--- src/rtl/fifo_write_arbiter.sv ---
// rtl/fifo_write_arbiter.sv - packet-locked round-robin arbiter feeding one FIFO write port
//
// Purpose:
//   NREQ requesters compete for a single FIFO write port. A winner keeps the
//   port for the whole packet (until an accepted beat carries req_last). At
//   least one idle cycle separates packets. The next search starts just above
//   the previous owner, so grants rotate fairly.
//
// Optional feature:
//   WARB_BURST_LIMIT_EN - when defined, a grant is also released after
//   MAX_BURST accepted beats. The owner re-competes later and resumes its
//   packet when it is granted again.
//
// Ports:
//   wclk        in   write-domain clock, rising edge
//   wrst        in   asynchronous active-high reset
//   req         in   [NREQ]        per-requester beat valid
//   req_data    in   [NREQ*DSIZE]  beat data, slice i*DSIZE +: DSIZE
//   req_last    in   [NREQ]        final beat of requester i's packet
//   ack         out  [NREQ]        combinational beat-accepted, owner only
//   gnt         out  [NREQ]        registered one-hot owner, zero when idle
//   fifo_wdata  out  [DSIZE]       owner's data to FIFO
//   fifo_write  out                FIFO write strobe
//   fifo_full   in                 FIFO full, wclk domain
//   busy        out                a packet currently owns the port

module fifo_write_arbiter #(
    parameter int DSIZE     = 8,
    parameter int NREQ      = 4,
    parameter int MAX_BURST = 16
) (
    input  logic                    wclk,
    input  logic                    wrst,
    input  logic [NREQ-1:0]         req,
    input  logic [NREQ*DSIZE-1:0]   req_data,
    input  logic [NREQ-1:0]         req_last,
    output logic [NREQ-1:0]         ack,
    output logic [NREQ-1:0]         gnt,
    output logic [DSIZE-1:0]        fifo_wdata,
    output logic                    fifo_write,
    input  logic                    fifo_full,
    output logic                    busy
);

    localparam int IW = $clog2(NREQ);
    localparam int CW = $clog2(MAX_BURST + 1);

    localparam logic [0:0] S_IDLE   = 1'b0;
    localparam logic [0:0] S_LOCKED = 1'b1;

    logic [0:0]      state_q, state_d;
    logic [NREQ-1:0] gnt_q, gnt_d;
    logic [IW-1:0]   owner_q, owner_d;
    logic [IW-1:0]   last_owner_q, last_owner_d;
    logic [CW-1:0]   beat_cnt_q, beat_cnt_d;

    logic            pick_found;
    logic [IW-1:0]   pick_idx;
    logic            accept;
    logic            burst_done;
    logic            pkt_done;

    // Rotating search: candidates last_owner+1 .. last_owner+NREQ, wrapped
    // by a single conditional subtract instead of a modulo.
    always_comb begin
        pick_found = 1'b0;
        pick_idx   = '0;
        for (int k = 1; k <= NREQ; k++) begin
            logic [IW:0] cand;
            cand = {1'b0, last_owner_q} + (IW+1)'(k);
            if (cand >= (IW+1)'(NREQ)) begin
                cand = cand - (IW+1)'(NREQ);
            end
            if (!pick_found && req[cand[IW-1:0]]) begin
                pick_found = 1'b1;
                pick_idx   = cand[IW-1:0];
            end
        end
    end

    // A beat moves only for the owner and only when the FIFO has room;
    // requests from non-owners never reach this term.
    assign accept = (state_q == S_LOCKED) && req[owner_q] && !fifo_full;

`ifdef WARB_BURST_LIMIT_EN
    // Counter holds beats already taken, so this accept is the MAX_BURST-th.
    assign burst_done = (beat_cnt_q == CW'(MAX_BURST - 1));
`else
    assign burst_done = 1'b0;
`endif

    assign pkt_done = accept && (req_last[owner_q] || burst_done);

    always_comb begin
        state_d      = state_q;
        gnt_d        = gnt_q;
        owner_d      = owner_q;
        last_owner_d = last_owner_q;
        beat_cnt_d   = beat_cnt_q;
        case (state_q)
            S_IDLE: begin
                if (pick_found) begin
                    state_d    = S_LOCKED;
                    owner_d    = pick_idx;
                    gnt_d      = NREQ'(1) << pick_idx;
                    beat_cnt_d = '0;
                end
            end
            S_LOCKED: begin
                if (accept) begin
                    // Saturate so unlimited packets cannot wrap the count.
                    if (beat_cnt_q != {CW{1'b1}}) begin
                        beat_cnt_d = beat_cnt_q + CW'(1);
                    end
                    if (pkt_done) begin
                        state_d      = S_IDLE;
                        gnt_d        = '0;
                        last_owner_d = owner_q;
                    end
                end
            end
            default: begin
                state_d = S_IDLE;
                gnt_d   = '0;
            end
        endcase
    end

    always_ff @(posedge wclk or posedge wrst) begin
        if (wrst) begin
            state_q      <= S_IDLE;
            gnt_q        <= '0;
            owner_q      <= '0;
            last_owner_q <= IW'(NREQ - 1);
            beat_cnt_q   <= '0;
        end else begin
            state_q      <= state_d;
            gnt_q        <= gnt_d;
            owner_q      <= owner_d;
            last_owner_q <= last_owner_d;
            beat_cnt_q   <= beat_cnt_d;
        end
    end

    // Every strobe is qualified by the registered state, which reset clears
    // asynchronously, so writes stop the moment wrst rises.
    assign fifo_write = accept;
    assign ack        = accept ? gnt_q : '0;
    assign gnt        = gnt_q;
    assign busy       = (state_q == S_LOCKED);
    assign fifo_wdata = req_data[owner_q*DSIZE +: DSIZE];

endmodule

--- config.mk ---
export PLATFORM = sky130hd
export DESIGN_NAME = fifo_write_arbiter
export DESIGN_NICKNAME = d
export VERILOG_FILES = /design/src/rtl/fifo_write_arbiter.sv
export SDC_FILE = /design/constraint.sdc
export NUM_CORES = 1
export LEC_CHECK = 0
export BUFFER_PORTS_ARGS = -buffer_cell sky130_fd_sc_hd__clkbuf_2
export CORE_MARGIN = 2
export CORE_UTILIZATION = 40
export DETAILED_ROUTE_END_ITERATION = 16
export GPL_TIMING_DRIVEN = 0
export PLACE_DENSITY = 0.89
export SLEW_MARGIN = 5
export SYNTH_ARGS = -nofsm -noshare
export SYNTH_HDL_FRONTEND = slang
export SYNTH_SLANG_ARGS = --single-unit
--- constraint.sdc ---
create_clock -name wclk -period 2.9 [get_ports wclk]
set_input_delay 0.29 -clock wclk [delete_from_list [all_inputs] [get_ports wclk]]
set_output_delay 0.29 -clock wclk [all_outputs]
set_load 0.02 [all_outputs]
==> results of run 1 <==
[worst paths after layout]
check,start,endpoint,slack [ns],cells past startpoint
max in group asynchronous,wrst,last_owner_q[1],2.04,3
worst max register to register,owner_q[1],gnt[3],1.29,4
min in group asynchronous,wrst,gnt[1],0.56,3
worst max-delay path,owner_q[0],fifo_wdata[0],0.81,3
worst min register to register,gnt[2],gnt[2],0.56,1
worst min-delay path,req[2],busy,0.43,3
[worst register-to-register path: stages, from the launching register on]
cell and delay [ns]:
sky130_fd_sc_hd__dfrtp_1 0.41, sky130_fd_sc_hd__or3b_4 0.42, sky130_fd_sc_hd__o22ai_4 0.27, sky130_fd_sc_hd__nand2_4 0.13, sky130_fd_sc_hd__a32o_2 0.28
[Yosys cell counts]
library cell / count / area share [%]
sky130_fd_sc_hd__a32o_2: 3 / 4.5
sky130_fd_sc_hd__clkbuf_1: 1 / 0.50
sky130_fd_sc_hd__nor3_1: 1 / 0.66
sky130_fd_sc_hd__a211oi_1: 1 / 0.99
sky130_fd_sc_hd__or3b_4: 1 / 1.5
sky130_fd_sc_hd__nand2b_1: 3 / 2.5
sky130_fd_sc_hd__nand2_1: 1 / 0.50
sky130_fd_sc_hd__mux2_4: 2 / 4.0
sky130_fd_sc_hd__nand3b_1: 1 / 0.99
sky130_fd_sc_hd__o22ai_4: 1 / 2.6
sky130_fd_sc_hd__or2_1: 1 / 0.83
sky130_fd_sc_hd__a22oi_1: 1 / 0.99
sky130_fd_sc_hd__mux2i_1: 2 / 2.6
sky130_fd_sc_hd__nor2_1: 1 / 0.50
sky130_fd_sc_hd__inv_1: 3 / 1.5
sky130_fd_sc_hd__o211ai_1: 1 / 0.99
sky130_fd_sc_hd__dfrtp_1: 7 / 23
sky130_fd_sc_hd__a21o_1: 1 / 0.99
sky130_fd_sc_hd__a211o_1: 1 / 1.2
sky130_fd_sc_hd__buf_2: 2 / 1.3
sky130_fd_sc_hd__and2_2: 4 / 4.0
sky130_fd_sc_hd__o22a_1: 1 / 1.2
sky130_fd_sc_hd__dfstp_2: 2 / 7.0
sky130_fd_sc_hd__a21oi_1: 2 / 1.3
sky130_fd_sc_hd__nor4_2: 1 / 1.7
sky130_fd_sc_hd__nand2_4: 1 / 1.5
sky130_fd_sc_hd__mux4_2: 9 / 27
sky130_fd_sc_hd__o21ai_0: 2 / 1.3
sky130_fd_sc_hd__a32o_1: 1 / 1.3
sky130_fd_sc_hd__and3b_1: 1 / 1.2
[sequential cells by signal (all words and copies together), names as in the netlist]
name / cells
gnt: 4
last_owner_q: 2
owner_q: 2
busy: 1
[routing by layer]
layer | vias to the layer above | track usage, %
met5 | - | 0
li1 | 370 | -
met2 | 20 | 35.9
met3 | 7 | 3.40
met4 | 0 | 10.0
met1 | 376 | 24.7
[power by group through the flow]
| stage | clock network, uW | logic, uW | registers (uW) |
|---|---|---|---|
| after floorplan | 0 | 468 | 269 |
| after global placement | 0 | 660 | 246 |
| after detailed placement | 0 | 675 | 250 |
| after CTS | 99.8 | 679 | 248 |
| after global routing | 104 | 731 | 255 |
| final | 95.7 | 676 | 248 |
[per-stage QoR]
step,util (%),cell area [um^2],hold slack (ns)
detailed placement,62.3,1090,0.250
global placement,62.3,1090,0.235
finish,64.4,1120,0.431
CTS,64.4,1120,0.427
global route,64.4,1120,0.478
floorplan,-,756,0.116
[what timing repair did]
| item | CTS | global route |
|---|---|---|
| buffers inserted | 0 | 0 |
| endpoints found under the hold margin | 7 | 0 |
| hold buffers | 1 | 0 |
[layout make-up]
type | instances | area (um^2)
fillers | 159 | 622
multi-input cells | 44 | 503
repair buffers | 61 | 310
flip-flops and latches | 9 | 228
well taps | 25 | 31.3
clock buffers | 4 | 26.3
plain buffers | 3 | 13.8
inverters | 3 | 11.3
[cells by family after synthesis]
logic type	after synthesis	share of synthesized area, %
and+or+nand+nor	16	15.7
AOI/OAI and AO/OA	15	17.4
muxes	13	33.4
DFF	9	30.1
buffers and inverters	6	3.31
==> reports/qor.log, run 1 <==
[timing] worst clock skew 0.000547 ns
[die] # IOs 61
[cells_and_area] layout cell share with drive strength beyond 1 71.8%
[logic_synthesis] YS warnings 0
[global_routing] wire length of the first global-routing pass 3160 um
[clock_tree] CTS HTree Levels 1
[setup_path] largest driver fanout on the critical path 10
[setup_path] master of the slowest instance on the critical path sky130_fd_sc_hd__mux4_2
[timing] total negative slack for setup checks 0 ns
[detailed_routing] post-route ant nets 0
[pwr] share of power burned in registers 24.3%
[detailed_routing] Post-route DRC 0
[timing] unrepaired setup endpoints after global routing false
[cells_and_area] final cell count without fillers 149
[detailed_routing] detailed-route wire length 2170 um
[setup_path] Critical Path AT 1.80 ns
[logic_synthesis] cells after synthesis 59
[setup_path] kind of cell adding the most delay to the critical path multiplexers
[cells_and_area] top library cells by usage in the layout, fill and taps aside sky130_fd_sc_hd__clkbuf_2 (60), sky130_fd_sc_hd__mux4_2 (9), sky130_fd_sc_hd__dfrtp_1 (7)
[clock_tree] CTS Root Buffer Type sky130_fd_sc_hd__clkbuf_4
[pwr] leakage power figure 0.000599 uW
[die] core region area 1750 um^2
[die] Starting Density 43.3%
[clock_tree] Worst-path clk slew 0.06 ns
[clock_tree] Longest Clk Path Bufs 2
[clock_tree] insertion delay of the later-clocked pin in the worst-skew pair 0.26 ns
[setup_path] endpoint type of the worst setup path output port
[detailed_routing] routed metal-1 wire length 831 um
[detailed_routing] 1st-iter DRT viols 10
[pwr] Switching Fraction 44.7%
[die] total die area 2250 um^2
[clock_tree] number of sinks on the clock net 9
[die] x dimension of the die 47.5 um
[setup_path] CP required 2.61 ns
[placed_design] final weighted congestion of routability-driven global placement 0.842
[timing] worst slew margin relative to its limit 61.3%
[setup_path] cell chain of the critical path buf_2 > mux4_2 > clkbuf_2
[timing] Final Max Slew Viols 0
[clock_tree] clock buffer count from CTS 3
[worst_hold_path] HP Class input port to register
[logic_synthesis] Synth Register Bits 9
[timing] Tmin final 2.09 ns
[setup_path] largest incremental delay on the critical path 0.55 ns
[detailed_routing] routed wire length on met3 75 um
[setup_path] startpoint type of the worst setup path register
[logic_synthesis] Post-Syn Area per Cell 12.8 um^2
[pwr] part of the total power dissipated in the clock network 9.4%
[placed_design] worst setup slack after placement 1.07 ns
[logic_synthesis] Post-Synthesis Net Count 102
[timing] Final Setup Violations 0
[clock_tree] TritonCTS clock tree done
[detailed_routing] detailed-router iteration count before antenna repair 4
[die] Die Span Y 47.5 um
[status] status completed
[timing] number of endpoints with negative hold slack in the final report 0
[logic_synthesis] distinct cell type count after synthesis 30
[cells_and_area] n_diodes 0
[detailed_routing] mean routed wirelength per cell 14.6 um
[cells_and_area] number of nets in the final layout 168
[timing] upper clock frequency limit 0.479 GHz
[global_routing] pin count of the biggest net entering global routing 11
[detailed_routing] vias per cell 5.19
[pwr] largest vdd supply drop 0.408 mV
[clock_tree] Resized Gates After CTS 0
[global_routing] antenna violations before repair 0
[pwr] share of total power in combinational logic 66.3%
[global_routing] GRT Total Usage 20.7%
[pwr] sw power 455 uW
[die] count of standard-cell rows 15
[global_routing] vias in the first global route 734
[pwr] Int Power 564 uW
[timing] worst setup slack after layout 0.814 ns
[cells_and_area] leading cell type in the layout, fill and taps excluded sky130_fd_sc_hd__clkbuf_2
[placed_design] number of placed instances with taps included 144
[detailed_routing] Top Metal Used met4
[flow_run] max-cap violation count 0
[timing] final cycle utilization of the critical path 71.9%
[logic_synthesis] register area share after synthesis 30.1%
[logic_synthesis] Post-Synthesis Cell Area 756 um^2
[global_routing] final global-route overflow total 0
[timing] pin slew with the least headroom to its limit 0.581 ns
[pwr] areal power density over the cells 907 nW/um^2
[setup_path] number of buffer and inverter instances along the worst setup path 2
[placed_design] sum of net half-perimeters after detailed placement 1750 um
[detailed_routing] length of routed met2 wiring 1220 um
[pwr] Tot Pwr 1020 uW
[detailed_routing] Via Count 773
[setup_path] type of the worst setup path register to output port
[cells_and_area] synthesis-to-finish area growth 48.7%
[placed_design] Buffers on Ports 60
(Power assumes the default switching activity.)
==> inputs of run 2 (changes only) <==
Settings changed: CORE_UTILIZATION 40 to 38, PLACE_DENSITY 0.89 to 0.85.
Clock period 2.9 ns to 1.92 ns, I/O delays scaled along.
==> run 2 against run 1 <==
Net effect:
- sequential share of layout area fell by 0.42 points
- total power rose by 53%
- die area rose by 4.8%
- critical path depth rose by 1
- global-route usage fell by 3.7 points
- combinational power rose by 54%
- setup slack got worse by 0.74 ns
- non-clock buffer count rose by 2
- utilization fell by 4.7 points
- critical endpoint is now ack[0]
==> reports/qor.log, run 2 (same netlist as run 1, synthesis figures left out) <==
[placed_design] Buffers on Ports 60 [unchanged]
[detailed_routing] detailed-router iteration count before antenna repair 4 [unchanged]
[clock_tree] Longest Clk Path Bufs 2 [unchanged]
[global_routing] final global-route overflow total 0 [unchanged]
[timing] worst clock skew 0.00659 ns [was 0.000547 ns]
[timing] Tmin final 1.85 ns
[die] Die Span Y 48.6 um [was 47.5 um]
[clock_tree] insertion delay of the later-clocked pin in the worst-skew pair 0.26 ns [about the same]
[clock_tree] TritonCTS clock tree done [unchanged]
[setup_path] Critical Path AT 1.66 ns [was 1.80 ns]
[setup_path] type of the worst setup path register to output port [unchanged]
[timing] upper clock frequency limit 0.541 GHz
[worst_hold_path] HP Class input port to register [unchanged]
[setup_path] startpoint type of the worst setup path register [unchanged]
[setup_path] largest driver fanout on the critical path 6 [was 10]
[die] Starting Density 39.3% [was 43.3%]
[timing] pin slew with the least headroom to its limit 0.517 ns [was 0.581 ns]
[timing] worst slew margin relative to its limit 65.6% [was 61.3%]
[cells_and_area] sequential standard cell area 228 um^2 [unchanged]
[die] x dimension of the die 48.6 um [was 47.5 um]
[die] count of standard-cell rows 16 [was 15]
[die] # IOs 61 [unchanged]
[clock_tree] CTS HTree Levels 1 [unchanged]
[cells_and_area] number of nets in the final layout 170 [was 168]
[timing] total negative slack for setup checks 0 ns [unchanged]
[pwr] leakage power figure 0.000611 uW [was 0.000599 uW]
[global_routing] wire length of the first global-routing pass 3200 um [was 3160 um]
[detailed_routing] post-route ant nets 0 [unchanged]
[setup_path] CP required 1.73 ns [was 2.61 ns]
[detailed_routing] mean routed wirelength per cell 12.8 um [was 14.6 um]
[global_routing] vias in the first global route 748 [was 734]
[cells_and_area] final cell count without fillers 153 [was 149]
[global_routing] pin count of the biggest net entering global routing 11 [unchanged]
[detailed_routing] 1st-iter DRT viols 9 [was 10]
[placed_design] worst setup slack after placement 0.213 ns [was 1.07 ns]
[global_routing] GRT Total Usage 17.0% [was 20.7%]
[timing] Final Setup Violations 0 [unchanged]
[flow_run] max-cap violation count 0 [unchanged]
[global_routing] antenna violations before repair 0 [unchanged]
[setup_path] depth of the most critical reg-to-reg path 5 [was 4]
[pwr] largest vdd supply drop 0.738 mV [was 0.408 mV]
[detailed_routing] detailed-route wire length 1950 um [was 2170 um]
[pwr] areal power density over the cells 1360 nW/um^2 [was 907 nW/um^2]
[cells_and_area] synthesis-to-finish area growth 51.8% [was 48.7%]
[cells_and_area] flip-flop count of the largest register, all copies and words added 4 [unchanged]
[setup_path] endpoint type of the worst setup path output port [unchanged]
[timing] final cycle utilization of the critical path 96.2%
[clock_tree] clock buffer count from CTS 3 [unchanged]
[clock_tree] CTS Root Buffer Type sky130_fd_sc_hd__clkbuf_4 [unchanged]
[worst_hold_path] cell depth of the worst min-delay path 3 [unchanged]
[placed_design] sum of net half-perimeters after detailed placement 1700 um [was 1750 um]
[cells_and_area] leading cell type in the layout, fill and taps excluded sky130_fd_sc_hd__clkbuf_2 [unchanged]
[cells_and_area] n_diodes 0 [unchanged]
[clock_tree] Worst-path clk slew 0.06 ns [about the same]
[detailed_routing] Post-route DRC 0 [unchanged]
[timing] number of endpoints with negative hold slack in the final report 0 [unchanged]
[cells_and_area] utilization after layout 59.7% [was 64.4%]
[cells_and_area] layout cell share with drive strength beyond 1 72.2% [was 71.8%]
[cells_and_area] area used by multi-input combinational logic 503 um^2 [unchanged]
[clock_tree] number of sinks on the clock net 9 [unchanged]
[cells_and_area] top library cells by usage in the layout, fill and taps aside sky130_fd_sc_hd__clkbuf_2 (60), sky130_fd_sc_hd__mux4_2 (9), sky130_fd_sc_hd__dfrtp_1 (7) [unchanged]
[placed_design] final weighted congestion of routability-driven global placement 0.774 [was 0.842]
[die] core region area 1920 um^2 [was 1750 um^2]
[placed_design] cell area after placement 1090 um^2 [about the same]
[timing] worst setup slack after layout 0.0724 ns [was 0.814 ns]
[cells_and_area] total of fill cells in the finished design 187 [was 159]
[status] status completed [unchanged]
[detailed_routing] Via Count 772 [was 773]
[cells_and_area] post-route cell area 1150 um^2 [was 1120 um^2]
[detailed_routing] vias per cell 5.05 [was 5.19]
[placed_design] number of placed instances with taps included 146 [was 144]
[timing] Final Max Slew Viols 0 [unchanged]
[die] total die area 2360 um^2 [was 2250 um^2]
## run 2: cell types whose count changed in the layout (fill, tap and decap cells not counted), sizes merged
cell / previous run / this run
buf: 2 / 4
## run 2: layout make-up
cell class,count,area share [%]
multi-input combinational,44,43.8
sequential,9,19.8
clock buffer,4,2.29
inverter,3,0.981
timing repair buffer,63,28.4
buffer,3,1.74
tap,27,2.94
## run 2: power by group
| group | switching, uW | total (uW) | internal, uW |
|---|---|---|---|
| Sequential | 86.1 | 374 | 288 |
| Clock | 63.3 | 143 | 79.9 |
| Combinational | 526 | 1040 | 518 |
| Total | 676 | 1560 | 886 |
## run 2: repair_timing
| action | CTS | global route |
|---|---|---|
| hold buffers | 1 | 0 |
| resized for setup | 1 | 1 |
| setup buffers | 0 | 2 |
| setup endpoints to repair | 8 | 11 |
| pin swaps | 0 | 1 |
| endpoints found under the hold margin | 7 | 0 |
| cloned | 0 | 0 |
## run 2: metrics by stage
stage	power [uW]	hold slack [ns]
final	1560	0.330
after detailed placement	1390	0.148
after global routing	1670	0.350
after floorplan	1110	0.0185
after global placement	1360	0.135
after CTS	1550	0.333
## run 2: worst paths after layout
kind	slack, ns	startpoint	endpoint
worst max-delay path	0.07	owner_q[1]	ack[0]
worst min-delay path	0.33	req[2]	busy
worst max register to register	0.25	owner_q[1]	gnt[2]
worst min register to register	0.55	gnt[3]	gnt[3]
max in group asynchronous	1.20	wrst	last_owner_q[1]
min in group asynchronous	0.42	wrst	gnt[3]
## run 2: metal layers
metal | vias to the layer above | global-route usage [%] | part of all wire, %
li1 | 374 | - | -
met1 | 382 | 21.8 | 39
met2 | 14 | 29.2 | 55
met3 | 2 | 3.09 | 4.1
met4 | 0 | 5.24 | 0.97
met5 | - | 0 | 0
## run 2: worst max-delay path, stage by stage (launching register included)
cell	delay [ns]
sky130_fd_sc_hd__dfrtp_1	0.41
sky130_fd_sc_hd__or3b_4	0.42
sky130_fd_sc_hd__o22ai_4	0.23
sky130_fd_sc_hd__and2_2	0.18
sky130_fd_sc_hd__clkbuf_2	0.16
==> inputs of run 3 (changes only) <==
Settings changed: REMOVE_ABC_BUFFERS from default to 1.
==> run 3 against run 2 <==
Net effect:
- clock skew fell by 0.0024 ns
- largest power group unchanged
- routed wire length up 8.3%
- design area rose by 3.2%
- register-to-register slack lost 0.11 ns
- via count up 3.4%
- critical path depth unchanged
- fmax fell by 0.83%
- total power grew 5.0%
- setup slack lost 0.015 ns
- sequential power up 1%
==> reports/qor.log, run 3 (same netlist as run 1, synthesis figures left out) <==
[die] # IOs 61 [unchanged]
[timing] number of endpoints with negative hold slack in the final report 0 [unchanged]
[timing] total negative slack for setup checks 0 ns [unchanged]
[setup_path] startpoint type of the worst setup path register [unchanged]
[placed_design] final weighted congestion of routability-driven global placement 0.773 [was 0.774]
[pwr] leakage power figure 0.000628 uW [was 0.000611 uW]
[global_routing] final global-route overflow total 0 [unchanged]
[setup_path] type of the worst setup path register to output port [unchanged]
[placed_design] sum of net half-perimeters after detailed placement 1630 um [was 1700 um]
[pwr] Switching Fraction 42.4% [was 43.3%]
[setup_path] endpoint type of the worst setup path output port [unchanged]
[detailed_routing] detailed-router iteration count before antenna repair 4 [unchanged]
[detailed_routing] mean routed wirelength per cell 13.6 um [was 12.8 um]
[placed_design] worst setup slack after placement -0.0194 ns [was 0.213 ns]
[global_routing] antenna violations before repair 0 [unchanged]
[timing] upper clock frequency limit 0.537 GHz [was 0.541 GHz]
[timing] final cycle utilization of the critical path 97.0% [was 96.2%]
[setup_path] largest incremental delay on the critical path 0.41 ns [was 0.42 ns]
[die] Die Span Y 48.6 um [unchanged]
[clock_tree] insertion delay of the later-clocked pin in the worst-skew pair 0.26 ns [about the same]
[cells_and_area] synthesis-to-finish area growth 56.6% [was 51.8%]
[clock_tree] Longest Clk Path Bufs 2 [unchanged]
[clock_tree] number of sinks on the clock net 9 [unchanged]
[cells_and_area] post-route cell area 1180 um^2 [was 1150 um^2]
[pwr] part of the total power dissipated in the clock network 8.7% [was 9.2%]
[global_routing] wire length of the first global-routing pass 3280 um [was 3200 um]
[pwr] Int Power 945 uW [was 886 uW]
[cells_and_area] utilization after layout 61.6% [was 59.7%]
[clock_tree] Worst-path clk slew 0.06 ns [about the same]
[cells_and_area] leading cell type in the layout, fill and taps excluded sky130_fd_sc_hd__clkbuf_2 [unchanged]
[timing] worst slew margin relative to its limit 72.7% [was 65.6%]
[cells_and_area] number of nets in the final layout 173 [was 170]
[timing] Tmin final 1.86 ns [was 1.85 ns]
[setup_path] cell chain of the critical path or3b_4 > o22ai_4 > and2_2 > clkbuf_2 [unchanged]
[global_routing] vias in the first global route 747 [was 748]
[pwr] share of power burned in registers 23.1% [was 23.9%]
[setup_path] Critical Path AT 1.67 ns [was 1.66 ns]
[setup_path] master of the slowest instance on the critical path sky130_fd_sc_hd__dfrtp_2 [was sky130_fd_sc_hd__or3b_4]
[clock_tree] CTS Root Buffer Type sky130_fd_sc_hd__clkbuf_4 [unchanged]
[timing] Worst Hold Margin 0.333 ns [was 0.330 ns]
[pwr] areal power density over the cells 1390 nW/um^2 [was 1360 nW/um^2]
[cells_and_area] layout cell share with drive strength beyond 1 76.0% [was 72.2%]
[pwr] sw power 695 uW [was 676 uW]
[status] status completed [unchanged]
[global_routing] pin count of the biggest net entering global routing 14 [was 11]
[clock_tree] clock buffer count from CTS 3 [unchanged]
[detailed_routing] vias per cell 5.12 [was 5.05]
[die] total die area 2360 um^2 [unchanged]
[clock_tree] TritonCTS clock tree done [unchanged]
[detailed_routing] detailed-route wire length 2120 um [was 1950 um]
[detailed_routing] Via Count 798 [was 772]
[timing] Final Setup Violations 0 [unchanged]
[pwr] largest vdd supply drop 0.700 mV [was 0.738 mV]
[cells_and_area] flip-flop count of the largest register, all copies and words added 4 [unchanged]
[setup_path] CP required 1.73 ns [about the same]
[placed_design] cell area after placement 1080 um^2 [was 1090 um^2]
[flow_run] max-cap violation count 0 [unchanged]
[timing] worst setup slack after layout 0.0569 ns [was 0.0724 ns]
[cells_and_area] top library cells by usage in the layout, fill and taps aside sky130_fd_sc_hd__clkbuf_2 (60), sky130_fd_sc_hd__mux4_2 (9), sky130_fd_sc_hd__buf_4 (8) [was sky130_fd_sc_hd__clkbuf_2 (60), sky130_fd_sc_hd__mux4_2 (9), sky130_fd_sc_hd__dfrtp_1 (7)]
[worst_hold_path] HP Class input port to register [unchanged]
[pwr] share of total power in combinational logic 68.2% [was 66.9%]
[global_routing] GRT Total Usage 17.7% [was 17.0%]
[die] Starting Density 39.3% [unchanged]
[timing] worst clock skew 0.00416 ns [was 0.00659 ns]
[placed_design] Buffers on Ports 60 [unchanged]
[setup_path] largest driver fanout on the critical path 7 [was 6]
[die] core region area 1920 um^2 [unchanged]
[die] count of standard-cell rows 16 [unchanged]
[timing] pin slew with the least headroom to its limit 0.407 ns [was 0.517 ns]
[clock_tree] CTS HTree Levels 1 [unchanged]
[detailed_routing] post-route ant nets 0 [unchanged]
[cells_and_area] n_diodes 0 [unchanged]
[timing] unrepaired setup endpoints after global routing false
[detailed_routing] 1st-iter DRT viols 8 [was 9]
[detailed_routing] Post-route DRC 0 [unchanged]
[die] x dimension of the die 48.6 um [unchanged]
[timing] Final Max Slew Viols 0 [unchanged]
-- run 3: cell types whose count changed in the layout (fill, tap and decap cells not counted) --
cell / delta
sky130_fd_sc_hd__buf_4: +6
sky130_fd_sc_hd__and2_2: -2
sky130_fd_sc_hd__and2_4: +2
sky130_fd_sc_hd__dfrtp_1: -2
sky130_fd_sc_hd__buf_2: -1
sky130_fd_sc_hd__buf_6: -1
sky130_fd_sc_hd__clkbuf_1: -1
sky130_fd_sc_hd__dfrtp_2: +1
sky130_fd_sc_hd__dfrtp_4: +1
sky130_fd_sc_hd__mux2i_1: -1
sky130_fd_sc_hd__mux2i_2: +1
-- run 3: layer usage --
metal	vias to the layer above	share of wire [%]	track usage, %
met1	371	42	20.7
met3	4	9.2	5.56
met4	0	0.71	7.14
met2	44	48	30.1
li1	379	-	-
met5	-	0	0
-- run 3: power by group through the flow --
stage	sequential, uW	clock [uW]	combinational [uW]
2_1_floorplan	466	0	626
3_3_place_gp	447	0	900
3_5_place_dp	453	0	911
4_1_cts	423	150	1000
5_1_grt	388	158	1190
6_report	379	143	1120
-- run 3: path summary, 6_finish.rpt --
path                             from              end  slack, ns  depth (start not counted)
min reg2reg                    gnt[3]           gnt[3]       0.56                          1
max reg2reg                owner_q[1]           gnt[2]       0.14                          6
max in group asynchronous        wrst  last_owner_q[0]       1.20                          3
max                        owner_q[1]           ack[3]       0.06                          4
min                            req[2]             busy       0.33                          3
min in group asynchronous        wrst           gnt[3]       0.42                          3
-- run 3: layout make-up --
| type | instances | area, um^2 |
|---|---|---|
| Multi-Input combinational cell | 44 | 509 |
| Clock buffer | 4 | 26.3 |
| Inverter | 3 | 11.3 |
| Timing Repair Buffer | 69 | 370 |
| Tap cell | 27 | 33.8 |
| Sequential cell | 9 | 233 |
| Fill cell | 167 | 738 |
-- run 3: through the flow --
stage / total power [uW] / cells
6_report: 1640 / 156
5_1_grt: 1740 / 156
4_1_cts: 1570 / 151
3_5_place_dp: 1360 / 143
3_3_place_gp: 1350 / 143
2_1_floorplan: 1090 / 56
-- run 3: timing repair --
item                                    4_1_cts  5_1_grt
setup buffers                                 3        5
pin swaps                                     1        1
endpoints found under the hold margin         7        0
hold buffers                                  1        0
endpoints found under the setup margin       15        4
resized for setup                             5        1
-- run 3: critical path: cells and delay by family, from the launching register on --
family,cells,cell delay (ns)
flops,1,0.41
buf+inv,1,0.16
compound gates,1,0.25
simple gates,2,0.60
